## src/rtl/module_fsm_seq.sv

```systemverilog
// module_fsm_seq: press-driven operand-entry sequencer. It steps through N_OPS
// operand captures, launches the arithmetic unit, waits for completion with an
// optional timeout, shows the result, then issues a timed datapath clear.
module module_fsm_seq #(
    parameter int unsigned N_OPS       = 2,
    parameter int unsigned SEL_W       = ($clog2(N_OPS) > 1) ? $clog2(N_OPS) : 1,
    parameter int unsigned TIMEOUT_CYC = 1024,
    parameter int unsigned CLR_CYC     = 4
) (
    input  logic             clk,
    input  logic             reset,
    input  logic             press,
    input  logic             cancel,
    input  logic             op_done,
    output logic [SEL_W-1:0] y_sel,
    output logic             load_en,
    output logic             start,
    output logic             y_disp,
    output logic             reset_2,
    output logic             busy,
    output logic             err
);

    localparam int unsigned TMR_W = (TIMEOUT_CYC > 1) ? $clog2(TIMEOUT_CYC) : 1;
    localparam int unsigned CLR_W = (CLR_CYC > 1) ? $clog2(CLR_CYC) : 1;
    localparam int unsigned TMO_LAST_I = (TIMEOUT_CYC > 0) ? TIMEOUT_CYC - 1 : 0;
    localparam int unsigned CLR_LAST_I = (CLR_CYC > 0) ? CLR_CYC - 1 : 0;

    localparam logic [SEL_W-1:0] LAST_IDX = SEL_W'(N_OPS - 1);
    localparam logic [TMR_W-1:0] TMR_LAST = TMR_W'(TMO_LAST_I);
    localparam logic [CLR_W-1:0] CLR_LAST = CLR_W'(CLR_LAST_I);
    localparam logic             TMO_EN   = (TIMEOUT_CYC != 0);

    typedef enum logic [2:0] {
        S_IDLE  = 3'd0,
        S_ENTER = 3'd1,
        S_START = 3'd2,
        S_WAIT  = 3'd3,
        S_SHOW  = 3'd4,
        S_CLEAR = 3'd5
    } state_t;

    state_t             r_state;
    logic [SEL_W-1:0]   r_idx;
    logic               r_press_q;
    logic [TMR_W-1:0]   r_tmr;
    logic [CLR_W-1:0]   r_clr;
    logic [SEL_W-1:0]   r_y_sel;
    logic               r_load_en;
    logic               r_start;
    logic               r_y_disp;
    logic               r_reset_2;
    logic               r_busy;
    logic               r_err;

    state_t             w_state_nxt;
    logic [SEL_W-1:0]   w_idx_nxt;
    logic [TMR_W-1:0]   w_tmr_nxt;
    logic [CLR_W-1:0]   w_clr_nxt;
    logic [SEL_W-1:0]   w_y_sel_nxt;
    logic               w_load_nxt;
    logic               w_err_nxt;
    logic               w_go_clear;
    logic               w_pe;

    // Rising edge of the debounced press level: a held press is one event.
    assign w_pe = press & ~r_press_q;

    // Next-state, counter and registered-output values.
    always_comb begin
        w_state_nxt = r_state;
        w_idx_nxt   = r_idx;
        w_tmr_nxt   = r_tmr;
        w_clr_nxt   = r_clr;
        w_err_nxt   = r_err;
        w_load_nxt  = 1'b0;
        w_go_clear  = 1'b0;
        w_y_sel_nxt = r_idx;

        case (r_state)
            S_IDLE: begin
                if (w_pe) begin
                    w_state_nxt = S_ENTER;
                    w_idx_nxt   = '0;
                    w_err_nxt   = 1'b0;
                end
            end
            S_ENTER: begin
                if (cancel) begin
                    w_go_clear = 1'b1;
                end else if (w_pe) begin
                    w_load_nxt = 1'b1;
                    if (r_idx < LAST_IDX) begin
                        w_idx_nxt = r_idx + SEL_W'(1);
                    end else begin
                        w_state_nxt = S_START;
                    end
                end
            end
            S_START: begin
                if (cancel) begin
                    w_go_clear = 1'b1;
                end else begin
                    w_state_nxt = S_WAIT;
                    w_tmr_nxt   = '0;
                end
            end
            S_WAIT: begin
                if (cancel) begin
                    w_go_clear = 1'b1;
                end else if (op_done) begin
                    w_state_nxt = S_SHOW;
                end else if (TMO_EN && (r_tmr == TMR_LAST)) begin
                    w_err_nxt  = 1'b1;
                    w_go_clear = 1'b1;
                end else if (TMO_EN) begin
                    w_tmr_nxt = r_tmr + TMR_W'(1);
                end
            end
            S_SHOW: begin
                if (cancel || w_pe) begin
                    w_go_clear = 1'b1;
                end
            end
            S_CLEAR: begin
                if (r_clr == CLR_LAST) begin
                    w_state_nxt = S_IDLE;
                end else begin
                    w_clr_nxt = r_clr + CLR_W'(1);
                end
            end
            default: begin
                w_state_nxt = S_IDLE;
            end
        endcase

        // Every abort path funnels into the same timed clear.
        if (w_go_clear) begin
            w_state_nxt = S_CLEAR;
            w_clr_nxt   = '0;
            w_idx_nxt   = '0;
        end

        // During a capture pulse y_sel names the operand being captured.
        w_y_sel_nxt = w_load_nxt ? r_idx : w_idx_nxt;
    end

    // State, counters and outputs; outputs reflect the state being entered.
    always_ff @(posedge clk) begin
        if (reset) begin
            r_state   <= S_IDLE;
            r_idx     <= '0;
            r_press_q <= 1'b0;
            r_tmr     <= '0;
            r_clr     <= '0;
            r_y_sel   <= '0;
            r_load_en <= 1'b0;
            r_start   <= 1'b0;
            r_y_disp  <= 1'b0;
            r_reset_2 <= 1'b0;
            r_busy    <= 1'b0;
            r_err     <= 1'b0;
        end else begin
            r_state   <= w_state_nxt;
            r_idx     <= w_idx_nxt;
            r_press_q <= press;
            r_tmr     <= w_tmr_nxt;
            r_clr     <= w_clr_nxt;
            r_y_sel   <= w_y_sel_nxt;
            r_load_en <= w_load_nxt;
            r_start   <= (w_state_nxt == S_START);
            r_y_disp  <= (w_state_nxt == S_SHOW);
            r_reset_2 <= (w_state_nxt == S_CLEAR);
            r_busy    <= (w_state_nxt != S_IDLE);
            r_err     <= w_err_nxt;
        end
    end

    assign y_sel   = r_y_sel;
    assign load_en = r_load_en;
    assign start   = r_start;
    assign y_disp  = r_y_disp;
    assign reset_2 = r_reset_2;
    assign busy    = r_busy;
    assign err     = r_err;

endmodule

```

## config.mk

```make
export PLATFORM = sky130hd
export DESIGN_NAME = module_fsm_seq
export DESIGN_NICKNAME = d
export VERILOG_FILES = /design/src/rtl/module_fsm_seq.sv
export SDC_FILE = /design/constraint.sdc
export NUM_CORES = 1
export LEC_CHECK = 0
export CAP_MARGIN = 20
export CORE_MARGIN = 10
export CORE_UTILIZATION = 55
export CTS_BUF_LIST = sky130_fd_sc_hd__clkbuf_4 sky130_fd_sc_hd__clkbuf_8
export DETAILED_ROUTE_END_ITERATION = 16
export MAX_ROUTING_LAYER = met4
export PLACE_DENSITY = 0.77
export SYNTH_ARGS = -nofsm -noshare
export SYNTH_HDL_FRONTEND = slang
export SYNTH_SLANG_ARGS = --single-unit
```

## constraint.sdc

```tcl
create_clock -name clk -period 3.55 [get_ports clk]
set_clock_uncertainty 0.2 [all_clocks]
set_input_delay 0.71 -clock clk [delete_from_list [all_inputs] [get_ports clk]]
set_output_delay 0.71 -clock clk [all_outputs]
set_load 0.005 [all_outputs]
```

# Yosys cells after proc, flatten, opt, wreduce, memory -nomap -nowiden
# Cells that the tools add are included.
[totals]
register_bits = 24
output_inout_bits = 7
[op_classes]
addsub = 3
n_lt_le_gt_ge = 1
eq_ne = 16
n_mux = 36
bitwise = 3
n_reduce_logical = 10
[ops]
columns = ["op", "n"]
rows = [
  ["10-bit 2-to-1 mux", 4],
  ["3-bit 2-to-1 mux", 9],
  ["10-bit case mux with 2 select lines", 1],
  ["1-bit 2-to-1 mux", 18],
  ["3-bit case mux with 6 select lines", 1],
  ["3-bit equality test (second input constant)", 4],
  ["2-bit inequality test (second input constant)", 6],
  ["10-bit by 1-bit adder with 10-bit output (second input constant)", 1],
  ["10-bit equality test (second input constant)", 1],
  ["5-bit AND reduction", 2],
  ["3-bit by 2-bit equality test with 1-bit output (second input constant)", 3],
  ["1-bit case mux with 2 select lines", 2],
  ["2-bit nonzero test", 2],
  ["2-bit OR reduction", 2],
  ["3-bit by 1-bit equality test with 1-bit output (second input constant)", 1],
  ["3-bit logical NOT", 1],
  ["1-bit case mux with 3 select lines", 1],
  ["3-bit nonzero test", 1],
  ["2-bit by 1-bit adder with 2-bit output (second input constant)", 1],
  ["2-bit equality test (second input constant)", 1],
  ["1-bit inverter", 2],
  ["2-bit AND reduction", 1],
  ["1-bit adder (second input constant)", 1],
  ["1-bit AND", 1],
  ["2 further kinds", 2],
]

# Logic depth before layout (Yosys ltp)
# Gate-level depths: netlist of run 1.
[depth]
ltp_word = 7
ltp_mapped = 6
ltp_nobuf = 5

# Least setup slack after synthesis of run 1
# No wires, ideal clock.
[synth_timing]
path_type = "input to register"
start = "input port cancel"
end = "register r_tmr[6]"
setup_ns = 0.070
t_arrival_ns = 1.834
required_time_ns = 3.280
setup_slack_ns = 1.446
cell_stages = 4
n_path_buf = 0
cell_sequence = "or3b_1 or3_1 a211o_1 a21oi_1"
[synth_between]
elab_chain_cells = 2
word_cells_on_any_way = 3
cone_classes = "2 x eq/ne; 1 x reduce/logical"
[synth_lines]
columns = ["element", "line_no", "text"]
rows = [
  ["start, declared", "13", "input logic cancel,"],
  ["2-bit inequality test (no line)", "-", ""],
  ["5-bit AND reduction (no line) (*)", "-", ""],
  ["end signal, assigned", "167", "r_tmr <= w_tmr_nxt;"],
  ["end, declared", "46", "logic [TMR_W-1:0] r_tmr;"],
]
# Mark *: on every way between the ends. The rest lies on a longest branch, timed or not.
# A chain may end at the register's enable or synchronous reset.

# Worst setup path in the final report of run 1
# Same ends and word-level chain as after synthesis.

==> reports/summary.json, run 1 <==
{
  "net_count_of_the_finished_layout": 161,
  "yosysMostFrequentCell": "dfxtp_1",
  "timing.setup.critical_path_class": "primary input to register",
  "crit_path_max_fanout": 7,
  "place_congestion": 0.884,
  "async_flop_share_pct": 0,
  "coreArea_um2": 2190,
  "post_synth_xor_area_fraction_pct": 0.701,
  "vdd_drop_max_mv": 0.320,
  "areaGrowthSynthToFinish_pct": 12.9,
  "htree_num_levels": 1,
  "worst_path_dominant_cell_family": "simple AND/OR/NAND/NOR gates",
  "critical_path.startpoint_type": "primary input",
  "synth-simple-area-share_pct": 31.5,
  "synth_largest_area_cell": "dfxtp_1",
  "clk_latency_ps": 310,
  "final_cells": 181,
  "port-buffer-count": 11,
  "tritoncts_num_sinks": 24,
  "synth_top_family_by_area": "simple AND/OR/NAND/NOR gates",
  "clkSlewWorstSetupHoldPaths_ps": 140,
  "via_per_inst": 6.34,
  "cp_num_buf_inv": 1,
  "ios": 12,
  "critPathCaptureType": "register",
  "timing.slew.headroom_pct": 47.0,
  "synth_fa_ha_area_share_pct": 2.00,
  "yosys.cell_types.count": 43,
  "synthesized_area_fraction_occupied_by_ao_oa_aoi_and_oai_cells_pct": 19.0,
  "required_ps": 3600,
  "post_synth_inst_count": 146,
  "finalSetupViolations": 0,
  "grt_pass1_vias": 1128,
  "dp_hpwl_um": 2190,
  "p_leak_nw": 0.449,
  "tns_ps": 0,
  "die_height_um": 67.7,
  "worst_hold_path_type": "register to register",
  "worst_path_largest_cell_delay_ps": 520,
  "fin_total_pwr_mw": 0.605,
  "synth.net_count": 153,
  "grt_use_total_pct": 13.5,
  "share_of_cells_above_drive_strength_1_pct": 7.19,
  "run_status": "completed",
  "yosysSeqAreaShare_pct": 38.4,
  "pwr_density_cell_nw_per_um2": 428,
  "number_of_antenna_violations_at_the_first_check_in_global_routing": 0,
  "routed-via-count": 1148,
  "synth.top_cell.area_share_pct": 38.4,
  "dp_area_um2": 1360,
  "max_cap_violations": 0,
  "drc_errors": 0,
  "most_frequent_cells_after_synthesis": "dfxtp_1 (24), nand2_1 (13), a21oi_1 (11), nor3_1 (10), inv_1 (8)",
  "r2r-start": "r_tmr[0]$_SDFFE_PP0P_",
  "numCtsBuffers": 3,
  "dp.cells": 177,
  "antenna_violating_nets_post_route": 0,
  "synth_register_bits": 24,
  "aggregate_global_routing_overflow": 0,
  "drt_first_iter_violations": 73,
  "total_iterations_of_the_first_detailed_routing_run": 4,
  "antenna-diode-count": 0,
  "clockBufferDepth": 2,
  "post_cts_buffers": 0,
  "ys.flop_type": "dfxtp_1",
  "unrepaired_setup_endpoints_after_global_routing": "no",
  "drv_slew": 0,
  "syn_avg_cell_area_um2": 8.56,
  "drt_wl_total_um": 2830,
  "crit_start": "cancel",
  "cts_hold_buf": 0,
  "worst_slew_pin_slew_ps": 788,
  "edff_count_synth": 0,
  "cts_tree": "built",
  "synth.cell_area_um2": 1250,
  "final_core_util_pct": 64.4,
  "clockRootBuffer": "clkbuf_4",
  "wl_per_cell_um": 15.6,
  "synthMuxAreaShare_pct": 2.40,
  "seq_area_um2": 480,
  "area_used_by_multi_input_combinational_logic_um2": 696,
  "finish.instance_area_um2": 1410,
  "fillerInstances": 199,
  "worstHoldStart": "r_tmr[8]$_SDFFE_PP0P_",
  "timing.fmax_mhz": 411,
  "synth-warning-count": 0,
  "cp.arrival_ps": 2490,
  "final_min_period_over_clock_period_pct": 68.6,
  "num_rows": 17,
  "grt_max_degree": 17,
  "cts.repair.resized": 0,
  "critical-path-slowest-cell": "clkdlybuf4s50_1",
  "die_w_um": 67.7,
  "floorplan.initialDensity_pct": 57.1,
  "grt_first_pass_wirelength_um": 4750,
  "crit_chain": "clkdlybuf4s50_1 > or3b_1 > or3_1 > a211o_1 > a21oi_1",
  "synth_area_leaders": "dfxtp_1 (38%), a21oi_1 (4.4%), nor3_1 (4.0%), nand2_1 (3.9%), nor4b_1 (3.5%)",
  "design.die.area_um2": 4580,
  "finalCriticalPeriod_ps": 2430,
  "hold_viol_final": 0
}
==> cells by family (layout without fill, tap and decap cells) <==
kind of cell / after synthesis / after routing
AND/OR/NAND/NOR: 64 / 64
flip-flops: 24 / 24
buffers and inverters: 17 / 24
adder cells (fa/ha/maj): 2 / 2
XOR/XNOR: 1 / 1
AO/OA/AOI/OAI: 35 / 35
multiplexers: 3 / 3
==> per-layer routing <==
layer / GRT usage, % / up-vias / routed length [um]
met1: 13.8 / 545 / 1180
met5: - / - / 0
met4: 5.90 / 0 / 39
met2: 23.7 / 28 / 1480
met3: 3.31 / 4 / 131
li1: - / 571 / -
==> final timing paths <==
path	to	depth (start not counted)	slack (ps)
setup reg to reg	r_tmr[8]$_SDFFE_PP0P_	6	1210
hold reg to reg	r_tmr[8]$_SDFFE_PP0P_	2	290
setup / recovery	r_tmr[6]$_SDFFE_PP0P_	5	1120
hold / removal	r_tmr[8]$_SDFFE_PP0P_	2	290
==> where the power goes <==
part	internal, mW	leakage (nW)	switching, mW	total (mW)
Sequential	0.284	0.195	0.0234	0.308
Combinational	0.0480	0.227	0.0526	0.101
Clock	0.114	0.0279	0.0820	0.196
Total	0.447	0.449	0.158	0.605
==> placed cells by master (no fill, tap or decap), types with 2 or more instances in the layout <==
cell type         n
a2111o_1          3
a21oi_1          11
a31oi_1           4
clkbuf_4          3
clkdlybuf4s50_1  11
dfxtp_1          24
ha_1              2
inv_1             8
mux2i_1           3
nand2_1          13
nand3_1           3
nand3b_1          2
nand4_1           3
nor2_1            4
nor2b_1           2
nor3_1           10
nor4_1            4
nor4b_1           5
o21ai_0           4
o31ai_1           3
o41ai_1           3
or3_1             3
or3_4             2
or4_1             3
==> final cells by class <==
cell class / count / share of cell area, %
inverter: 8 / 2.13
clock inverter: 1 / 2.13
sequential: 24 / 34.0
multi-input combinational: 105 / 49.3
timing repair buffer: 12 / 8.33
tap: 28 / 2.48
clock buffer: 3 / 1.60
==> worst min-delay path, cell delays in order, from the launching register on <==
cell	delay [ps]
dfxtp_1	350
nand2_1	60
mux2i_1	50
==> registers in the layout, summed over array words and instances, names as in the netlist <==
| name | flops |
|---|---|
| start | 1 |
| busy | 1 |
| load_en | 1 |
| r_clr | 2 |
| r_state | 3 |
| r_idx | 1 |
| reset_2 | 1 |
| y_sel | 1 |
| err | 1 |
| r_press_q | 1 |
| r_tmr | 10 |
| y_disp | 1 |
==> metrics by stage <==
| stage | setup slack [ps] | hold slack [ps] |
|---|---|---|
| floorplan | 1450 | 248 |
| global placement | 831 | 264 |
| detailed placement | 779 | 279 |
| CTS | 1130 | 298 |
| global route | 977 | 322 |
| finish | 1120 | 294 |
Note: power is estimated with default switching activity, not from simulation.
==> run 2: changes to the inputs <==
Clock period 3.55 ns to 2.45 ns, I/O delays scaled along.
==> reports/summary.json, run 2 (same netlist as run 1, synthesis figures left out) <==
{
  "clockBufferDepth": 2,
  "switching_share_pct": 25.6,
  "wl_per_cell_um": 15.5,
  "cts_hold_buf": 0,
  "clockRootBuffer": "clkbuf_4",
  "fin_total_pwr_mw": 0.873,
  "run_status": "completed",
  "rrSetupSlack_ps": 360,
  "drc_errors": 0,
  "num_rows": 17,
  "timing.setup.critical_path_class": "primary input to register",
  "cp_num_buf_inv": 1,
  "drt_first_iter_violations": 101,
  "crit_chain": "clkdlybuf4s50_1 > nor3b_1 > o21ai_1 > or4_1 > a21oi_1",
  "die_w_um": 67.7,
  "unrepaired_setup_endpoints_after_global_routing": "no",
  "finalCriticalPeriod_ps": 2120,
  "cts.repair.resized": 0,
  "drt_wl_total_um": 2920,
  "design.die.area_um2": 4580,
  "antenna-diode-count": 0,
  "most_common_library_cell_in_the_layout_ignoring_fill_and_taps": "dfxtp_1",
  "clock_power_share_pct": 31.8,
  "numCtsBuffers": 3,
  "grt_use_total_pct": 14.2,
  "via_per_inst": 6.32,
  "routed-via-count": 1195,
  "share_of_cells_above_drive_strength_1_pct": 11.8,
  "place_congestion": 0.960,
  "cts_tree": "built",
  "critical_path.startpoint_type": "primary input",
  "clk_latency_ps": 310,
  "worst_hold_path_type": "register to register",
  "worst_path_dominant_cell_family": "simple AND/OR/NAND/NOR gates",
  "required_ps": 2490,
  "worst_slew_pin_slew_ps": 602,
  "largest_register_by_flop_count": "r_tmr",
  "worst_path_largest_cell_delay_ps": 460,
  "pwr_density_cell_nw_per_um2": 594,
  "areaGrowthSynthToFinish_pct": 17.7,
  "final_min_period_over_clock_period_pct": 86.6,
  "pwr-share-seq_pct": 51.4,
  "antenna_violating_nets_post_route": 0,
  "cp.arrival_ps": 2160,
  "largestRegisters": "r_tmr: 10 flops, r_state: 3 flops, r_clr: 2 flops",
  "drv_slew": 0,
  "critPathCaptureType": "register",
  "power_switching_mw": 0.223,
  "timing.fmax_mhz": 471,
  "total_iterations_of_the_first_detailed_routing_run": 4,
  "grt_max_degree": 17,
  "dp_hpwl_um": 2230,
  "final_core_util_pct": 67.2,
  "grt_first_pass_wirelength_um": 5090,
  "htree_num_levels": 1,
  "floorplan.initialDensity_pct": 57.1,
  "critical-path-slowest-cell": "clkdlybuf4s50_1",
  "max_cap_violations": 0,
  "p_leak_nw": 0.489,
  "layout_common_cells": "dfxtp_1 (24), nand2_1 (13), a21oi_1 (11), clkdlybuf4s50_1 (11), nor3_1 (10)",
  "ios": 12,
  "share_comb_of_total_power_pct": 16.8,
  "net_count_of_the_finished_layout": 169,
  "aggregate_global_routing_overflow": 0,
  "coreArea_um2": 2190,
  "grt_pass1_vias": 1141,
  "die_height_um": 67.7,
  "crit_path_max_fanout": 9,
  "number_of_antenna_violations_at_the_first_check_in_global_routing": 0,
  "clkSlewWorstSetupHoldPaths_ps": 130,
  "finalSetupViolations": 0,
  "hold_viol_final": 0,
  "vdd_drop_max_mv": 0.435,
  "tritoncts_num_sinks": 24,
  "p_int_mw": 0.650,
  "largest_reg_flops": 10,
  "timing.slew.headroom_pct": 59.5,
  "tns_ps": 0,
  "port-buffer-count": 11,
  "whs_ps": 305,
  "post_cts_buffers": 0
}
[run 2: changes by cell type in the layout (fill, tap and decap cells not counted)]
cell | before | now
buf_4 | 1 | 9
[run 2: power groups by stage]
stage               clock network [mW]  logic, mW  registers [mW]
floorplan                            0      0.113           0.434
global placement                     0      0.144           0.453
detailed placement                   0      0.146           0.455
CTS                              0.287      0.147           0.447
global route                     0.312      0.166           0.452
finish                           0.278      0.147           0.449
[run 2: worst paths after layout]
path,startpoint,endpoint,cells past startpoint
setup reg to reg,r_state[0]$_SDFF_PP0_,start$_SDFF_PP0_,4
setup / recovery,cancel,r_tmr[4]$_SDFFE_PP0P_,5
hold reg to reg,r_tmr[8]$_SDFFE_PP0P_,r_tmr[8]$_SDFFE_PP0P_,2
hold / removal,r_tmr[8]$_SDFFE_PP0P_,r_tmr[8]$_SDFFE_PP0P_,2
[run 2: final cells by class]
cell class,count,area (um2)
tap,28,35.0
multi-input combinational,105,696
clock inverter,1,30.0
sequential,24,480
timing repair buffer,20,178
inverter,8,30.0
clock buffer,3,22.5
fill,175,719
[run 2: routing by layer]
metal  share of wire, %  global-route usage [%]  up-vias
li1                   -                       -      587
met1                 42                    15.8      571
met2                 50                    23.6       33
met3                6.5                    4.30        4
met4               0.79                    4.87        0
met5                  0                       -        -
[run 2: stage by stage]
stage / instance area [um2] / setup WS (ps) / instances
finish: 1470 / 328 / 189
global route: 1470 / 212 / 189
global placement: 1420 / 60.1 / 185
CTS: 1470 / 354 / 189
floorplan: 1250 / 566 / 146
detailed placement: 1420 / 31.8 / 185
[run 2: tightest hold or removal path, cell delays in order, from the launching register on]
cell and delay [ps]:
dfxtp_1 360, nand2_1 60, mux2i_1 50
